===== config.mk =====
export PLATFORM = sky130hd
export DESIGN_NAME = regfile_dump_reader
export DESIGN_NICKNAME = d
export VERILOG_FILES = /design/src/rtl/regfile_dump_reader.sv
export SDC_FILE = /design/constraint.sdc
export NUM_CORES = 1
export LEC_CHECK = 0
export BUFFER_PORTS_ARGS = -buffer_cell sky130_fd_sc_hd__buf_2
export CAP_MARGIN = 40
export CORE_UTILIZATION = 42
export DETAILED_ROUTE_END_ITERATION = 16
export PLACE_DENSITY_LB_ADDON = 0.15
export SLEW_MARGIN = 40
export SYNTH_ARGS = -nofsm -noshare
export SYNTH_HDL_FRONTEND = slang
export SYNTH_SLANG_ARGS = --single-unit

===== constraint.sdc =====
create_clock -name clock -period 2.2 [get_ports clock]
set_clock_uncertainty 0.1 [all_clocks]
set_input_delay 0.11 -clock clock [delete_from_list [all_inputs] [get_ports clock]]
set_output_delay 0.11 -clock clock [all_outputs]
set_load 0.005 [all_outputs]

===== src/rtl/regfile_dump_reader.sv =====
// rtl/regfile_dump_reader.sv - walks a register range through an async read port
// and streams each register out as little-endian bytes on a valid/ready interface.
module regfile_dump_reader #(
  parameter int DataWidth    = 32,
  parameter int AddrRegWidth = 5,
  parameter int FirstReg     = 0,
  parameter int LastReg      = 31
) (
  input  logic                    clock,
  input  logic                    reset,
  input  logic                    start,
  input  logic                    abort,
  output logic [AddrRegWidth-1:0] rd_addr,
  input  logic [DataWidth-1:0]    rd_data,
  output logic [7:0]              tx_data,
  output logic                    tx_valid,
  input  logic                    tx_ready,
  output logic                    tx_last,
  output logic                    busy,
  output logic                    done
);

  localparam int BytesPerReg = DataWidth / 8;
  localparam int CntWidth    = (BytesPerReg > 1) ? $clog2(BytesPerReg) : 1;
  localparam logic [AddrRegWidth-1:0] FirstIdx = AddrRegWidth'(FirstReg);
  localparam logic [AddrRegWidth-1:0] LastIdx  = AddrRegWidth'(LastReg);
  localparam logic [CntWidth-1:0]     LastByte = CntWidth'(BytesPerReg - 1);

  typedef enum logic [1:0] {IDLE, LOAD, SEND, DONE} state_t;

  state_t                  state_q, state_d;
  logic [AddrRegWidth-1:0] reg_idx_q, reg_idx_d;
  logic [CntWidth-1:0]     byte_cnt_q, byte_cnt_d;
  logic [DataWidth-1:0]    shift_q, shift_d;
  logic                    tx_valid_q, tx_valid_d;
  logic                    tx_last_q, tx_last_d;
  logic                    busy_q, busy_d;
  logic                    done_q, done_d;
  logic                    handshake;
  logic                    last_byte;

  assign handshake = tx_valid_q && tx_ready;
  assign last_byte = (byte_cnt_q == LastByte);

  always_comb begin
    state_d    = state_q;
    reg_idx_d  = reg_idx_q;
    byte_cnt_d = byte_cnt_q;
    shift_d    = shift_q;

    case (state_q)
      IDLE: begin
        if (start) begin
          state_d   = LOAD;
          reg_idx_d = FirstIdx;
        end
      end
      LOAD: begin
        shift_d    = rd_data;
        byte_cnt_d = '0;
        state_d    = SEND;
      end
      SEND: begin
        if (handshake) begin
          if (!last_byte) begin
            shift_d    = shift_q >> 8;
            byte_cnt_d = byte_cnt_q + CntWidth'(1);
          end else if (reg_idx_q != LastIdx) begin
            reg_idx_d = reg_idx_q + AddrRegWidth'(1);
            state_d   = LOAD;
          end else begin
            state_d = DONE;
          end
        end
      end
      DONE: begin
        state_d   = IDLE;
        reg_idx_d = FirstIdx;
      end
      default: begin
        state_d   = IDLE;
        reg_idx_d = FirstIdx;
      end
    endcase

    // Abort drops tx_valid immediately; a same-cycle handshake is still counted by the sink.
    if (abort && state_q != IDLE) begin
      state_d   = IDLE;
      reg_idx_d = FirstIdx;
    end

    tx_valid_d = (state_d == SEND);
    tx_last_d  = (state_d == SEND) && (reg_idx_d == LastIdx) && (byte_cnt_d == LastByte);
    busy_d     = (state_d != IDLE);
    done_d     = (state_d == DONE);
  end

  always_ff @(posedge clock) begin
    if (reset) begin
      state_q    <= IDLE;
      reg_idx_q  <= FirstIdx;
      byte_cnt_q <= '0;
      shift_q    <= '0;
      tx_valid_q <= 1'b0;
      tx_last_q  <= 1'b0;
      busy_q     <= 1'b0;
      done_q     <= 1'b0;
    end else begin
      state_q    <= state_d;
      reg_idx_q  <= reg_idx_d;
      byte_cnt_q <= byte_cnt_d;
      shift_q    <= shift_d;
      tx_valid_q <= tx_valid_d;
      tx_last_q  <= tx_last_d;
      busy_q     <= busy_d;
      done_q     <= done_d;
    end
  end

  assign rd_addr  = reg_idx_q;
  assign tx_data  = shift_q[7:0];
  assign tx_valid = tx_valid_q;
  assign tx_last  = tx_last_q;
  assign busy     = busy_q;
  assign done     = done_q;

endmodule

**Word level (Yosys, flattened, before mapping)**

Index checks and enable logic that the tools add are counted.

- Add/subtract/negate cells: 2
- Eq/ne operators: 11
- Multiplexer cells: 18
- Reductions and logical operators: 9

Operator list:

| cell | number |
|---|---|
| $mux W32 | 2 |
| $pmux W32 S2 | 1 |
| $mux W5 | 5 |
| $pmux W5 S3 | 1 |
| $mux W2 | 7 |
| $eq A2 B2 Y1 const B | 6 |
| $pmux W2 S4 | 1 |
| $reduce_bool A2 Y1 | 3 |
| $add A5 B1 Y5 const B | 1 |
| $eq A5 B5 Y1 const B | 1 |
| $ne A5 B5 Y1 const B | 1 |
| $logic_and A1 B1 Y1 | 4 |
| $ne A2 B2 Y1 const B | 2 |
| $pmux W2 S2 | 1 |
| $reduce_and A3 Y1 | 1 |
| $add A2 B1 Y2 const B | 1 |
| $eq A2 B1 Y1 const B | 1 |
| $logic_not A2 Y1 | 1 |

- Register bits after elaboration: 45
- Bits of input ports: 37
- Output and inout bits: 17
- Logic and storage cells: 48

**Depth between registers and ports, before layout**

- Depth after elaboration: 9
- Gate-level depth with buffers: 8
- Gate-level depth less buffers: 7

**Least setup slack after synthesis**

OpenSTA, ideal clock, no wires.

- Kind: reg2reg
- Start: reg state_q[1]
- End: reg tx_last_q (netlist: tx_last)
- Setup time: 0.087 ns
- Arrival: 1.778 ns
- Data required time: 2.013 ns
- Path slack: 0.235 ns
- Cell stages (with the launch flop): 8
- Buffers on the path: 0
- Clock period less this slack: 1.965 ns
- Cells stage by stage: dfxtp_1 > inv_1 > ha_1 > and2b_1 > o31ai_1 > o31a_1 > or4_4 > nor4b_2

- Word-level cells in the longest chain between the ends: 7
- Elaborated cells on any way between the ends: 19
- Classes of those cells: 6 x eq/ne; 8 x mux; 5 x reduce/logical

Ends and longest elaborated chain:

| what | RTL line | RTL |
|---|---|---|
| start: declaration | 31 | `state_t state_q, state_d;` |
| start signal: assignment | 109 | `state_q <= state_d;` |
| $mux W2 | 65 | `if (!last_byte) begin` |
| $mux W2 | 64 | `if (handshake) begin` |
| $pmux W2 S4 | 51 | `case (state_q)` |
| $mux W2 | 87 | `if (abort && state_q != IDLE) begin` |
| $eq A2 B2 Y1 | 93 | `tx_last_d = (state_d == SEND) && (reg_idx_d == LastIdx) && (byte_cnt_d == LastByte);` |
| $logic_and A1 B1 Y1 | 93 |  |
| $logic_and A1 B1 Y1 (*) | 93 |  |
| end signal: assignment | 114 | `tx_last_q <= tx_last_d;` |
| end: declaration | 36 | `logic tx_last_q, tx_last_d;` |

Mark *: on every way between the ends. The rest lies on a longest branch, timed or not.
A chain may end at the register's enable or synchronous reset.

**Worst setup path after layout**

- Start: reg reg_idx_q[0] (netlist: rd_addr[0])
- End: reg tx_last_q (netlist: tx_last)

- Word-level cells in the longest chain between the ends: 9
- Elaborated cells on any way between the ends: 17
- Classes of those cells: 1 x add/sub; 3 x eq/ne; 11 x mux; 2 x reduce/logical

Ends and longest elaborated chain:

| what | RTL line | RTL |
|---|---|---|
| start: declaration | 32 | `logic [AddrRegWidth-1:0] reg_idx_q, reg_idx_d;` |
| start signal: assignment | 101 | `reg_idx_q <= FirstIdx;` |
| start signal: assignment | 110 | `reg_idx_q <= reg_idx_d;` |
| $add A5 B1 Y5 / $ne A5 B5 Y1 (equally long branches) | 69, 68 |  |
| $mux W5 / $mux W2 (equally long branches) | 68 | `end else if (reg_idx_q != LastIdx) begin` |
| $mux W5 / $mux W2 (equally long branches) | 65 |  |
| $mux W5 / $mux W2 (equally long branches) | 64 |  |
| $pmux W5 S3 / $pmux W2 S4 (equally long branches) | 51 |  |
| $mux W5 / $mux W2 (equally long branches) | 87 |  |
| $eq A5 B5 Y1 / $eq A2 B2 Y1 (equally long branches) | 93 |  |
| $logic_and A1 B1 Y1 (*) (2 in series) | 93 |  |

Marks and branches as above.

==> flow_summary_export.csv <==
group,metric,value,unit
critical_path,path_buf_inv,0,
critical_path,worstPathRequired,2310,ps
placement,place_ws,121.2,ps
critical_path,path_class,"reg -> reg",
final_layout,fin_area,2679,µm²
placement,gp_congestion,0.8339,
critical_path,cp_num_cells,6,
power_and_ir_drop,vdd_drop_max,0.0005768,V
sta,fin_crit,2056,ps
final_layout,utilization,55.25,%
power_and_ir_drop,seqPwrFrac,40.0,%
logic_synthesis,synth_edf_count,0,
power_and_ir_drop,switchingPower,1.084,mW
power_and_ir_drop,power_frac_comb,39.6,%
hold_path,holdCritPathClass,"in -> reg",
critical_path,crit_arrival,2170,ps
final_layout,num_antenna_cells,0,
critical_path,cpPeakStageDelay,440,ps
logic_synthesis,avgSynthCellArea,9.142,µm²
drt,wl,4877,µm
placement,io_buffers,53,
power_and_ir_drop,powerDensity,1143,nW/µm²
power_and_ir_drop,power.internal,1.977,mW
global_route,antenna_found_initial,0,
drt,via_per_inst,5.229,
critical_path,crit_chain,"ha_2 > a21boi_0 > a2111oi_0 > o21ai_0 > a22o_1 > nor4b_2",
power_and_ir_drop,power.leakage,1.063,nW
placement,post_dp_cell_area,2476,µm²
sta,slew_violations,0,
flow_run,cap_violations,0,
die,die-width,73.98,µm
clock_tree,cts_sinks,45,
logic_synthesis,synth_top_flop_cell,"dfxtp_1",
drt,vias,1872,
hold_path,whs_path_depth,3,
clock_tree,cts_setup_buffers,0,
logic_synthesis,ys_seq_area_share,41.40,%
logic_synthesis,synthCells,238,
sta,hold_violations,0,
placement,hpwl,3391,µm
logic_synthesis,post-synth-top-count-cell,"dfxtp_1",
global_route,grt.total_usage,19.07,%
global_route,grt_max_degree,49,
final_layout,fin_nets,331,
power_and_ir_drop,p_clk_share,20.3,%
critical_path,critPathMaxFanout,7,
logic_synthesis,yosysUniqueCellTypes,43,
die,die_h,73.98,µm
logic_synthesis,synth.yosys.warnings,0,
critical_path,crit_slowest_cell,"dfxtp_1",
sta,max_freq,486.3,MHz
final_layout,fillCellCount,451,
final_layout,area_growth,23.12,%
logic_synthesis,synthArstFlopShare,0,%
die,io_pins,54,
clock_tree,tritoncts,"built",
final_layout,drive_gt1_share,27.49,%
logic_synthesis,synth_top_area_share,41.40,%
power_and_ir_drop,p_sw_share,35.41,%
drt,remaining_drc_errors,0,
critical_path,cp-end-kind,"register",
clock_tree,cts-root-buf,"clkbuf_8",
die,coreArea,4848,µm²
drt,drt-initial-drc-count,88,
global_route,grt_pass1_vias,1755,
drt,dr.pass1.iters,4,
final_layout,final_cells,358,
clock_tree,clock_tree.buffer_depth,2,
placement,dp.cells,342,
logic_synthesis,yosys.area.top_type,"dfxtp_1",
global_route,grt_pass1_wl,8045,µm
drt,wl_per_cell,13.62,µm
sta,hold_slack,45.40,ps
drt,final_antenna_net_count,0,
logic_synthesis,synth_area_leaders,"dfxtp_1 41%, mux2i_1 11%, a211oi_1 8.6%, nor2_1 6.6%, a22oi_1 2.8%",
clock_tree,numCtsBuffers,5,
critical_path,ff2ff_path_depth,6,
sta,grt_setup_unrepaired,"true",
sta,relSlewSlack,72.31,%
clock_tree,h-tree-depth,2,
clock_tree,clk-insertion-delay-late,290,ps
outcome,status,"finished clean",
sta,min_period_over_period,93.47,%
critical_path,start_kind,"register",
die,dieArea,5472,µm²
die,num_rows,25,
sta,worst_slack,143.6,ps
logic_synthesis,ys_seq_elements,45,
die,start_util,44.88,%
logic_synthesis,syn-cell-area,2176,µm²
sta,final-setup-viol-count,0,
global_route,grt_overflow,0,
sta,tightest_slew,415.4,ps
logic_synthesis,syn_nets,279,
critical_path,crit_family,"compound AO/OA/AOI/OAI gates",
clock_tree,clkTransAtPathRegs,80,ps
logic_synthesis,synth_commonest_cells,"45 x dfxtp_1, 38 x nor2_1, 25 x a211oi_1, 24 x mux2i_1, 11 x clkbuf_1",
cell type report:
class,count,area (µm²),share of cell area (%)
clock buffer,6,72.57,2.709
clock inverter,2,38.79,1.448
inverter,7,26.28,0.9808
multi-input combinational,161,1130,42.18
sequential,45,902.1,33.68
tap,67,83.83,3.129
timing repair buffer,70,425.4,15.88
flip-flops by register name (all words and copies together), names as in the netlist:
name and flops:
busy 1, done 1, tx_valid 1, rd_addr 5
state_q 2, byte_cnt_q 2, shift_q 32, tx_last 1
power groups by stage:
stage,Clock [mW],Sequential [mW],Combinational (mW)
after floorplan,0,1.21,0.927
after global placement,0,1.23,1.19
after detailed placement,0,1.25,1.20
after CTS,0.641,1.23,1.22
after global routing,0.687,1.26,1.36
final,0.623,1.23,1.21
metrics by stage:
| step | TNS, ps | total power, mW |
|---|---|---|
| 5_1_grt | -27.92 | 3.304 |
| 2_1_floorplan | 0 | 2.133 |
| 3_3_place_gp | 0 | 2.419 |
| 3_5_place_dp | 0 | 2.446 |
| 4_1_cts | 0 | 3.084 |
| 6_report | 0 | 3.062 |
logic make-up (layout without fill, tap and decap cells):
kind of cell	count (synthesis)	count (layout)	synth area share [%]
compound gates	63	63	20.93
fa+ha+maj	4	4	2.300
buf+inv	32	85	7.246
flops	45	45	41.40
mux	24	24	11.04
simple gates	70	70	17.08
worst paths after layout:
path / from / endpoint / slack (ps)
max reg2reg: rd_addr[0] / tx_last / 140
max: rd_addr[0] / tx_last / 140
min: rd_data[22] / shift_q[22] / 50
min reg2reg: shift_q[0] / shift_q[0] / 400
what timing repair did:
item | CTS | global route
hold buffers | 8 | 0
endpoints found under the hold margin | 8 | 0
setup endpoints to repair | 0 | 7
resized for setup | 0 | 3
per-layer routing:
| layer | vias up | share of wire (%) | global-route usage [%] |
|---|---|---|---|
| met5 | - | 0 | 0 |
| met4 | 0 | 1.6 | 7.265 |
| met3 | 9 | 5.3 | 4.607 |
| met2 | 65 | 44 | 28.69 |
| met1 | 829 | 49 | 26.49 |
| li1 | 969 | - | - |
tightest hold or removal path: stages:
cell	delay (ps)
buf_2	90
mux2i_1	110
a211oi_1	80
layout by cell type, fill, tap and decap left out, types with 3 or more instances in the layout:
cell           Yosys  routed
a211oi_1          25      25
a21oi_1            3       3
a22oi_1            8       8
a31oi_1            3       3
and2_1             3       3
buf_2              6      53
buf_4              8       8
clkbuf_8           0       5
dfxtp_1           45      44
dlygate4sd3_1      0       8
inv_1              7       7
mux2i_1           24      24
nand2_1            3       3
nand3_1            5       5
nand4_1            4       4
nor2_1            38      38
nor2b_1            5       5
o21ai_0            8       8
Power figures use the tool's default switching activity.
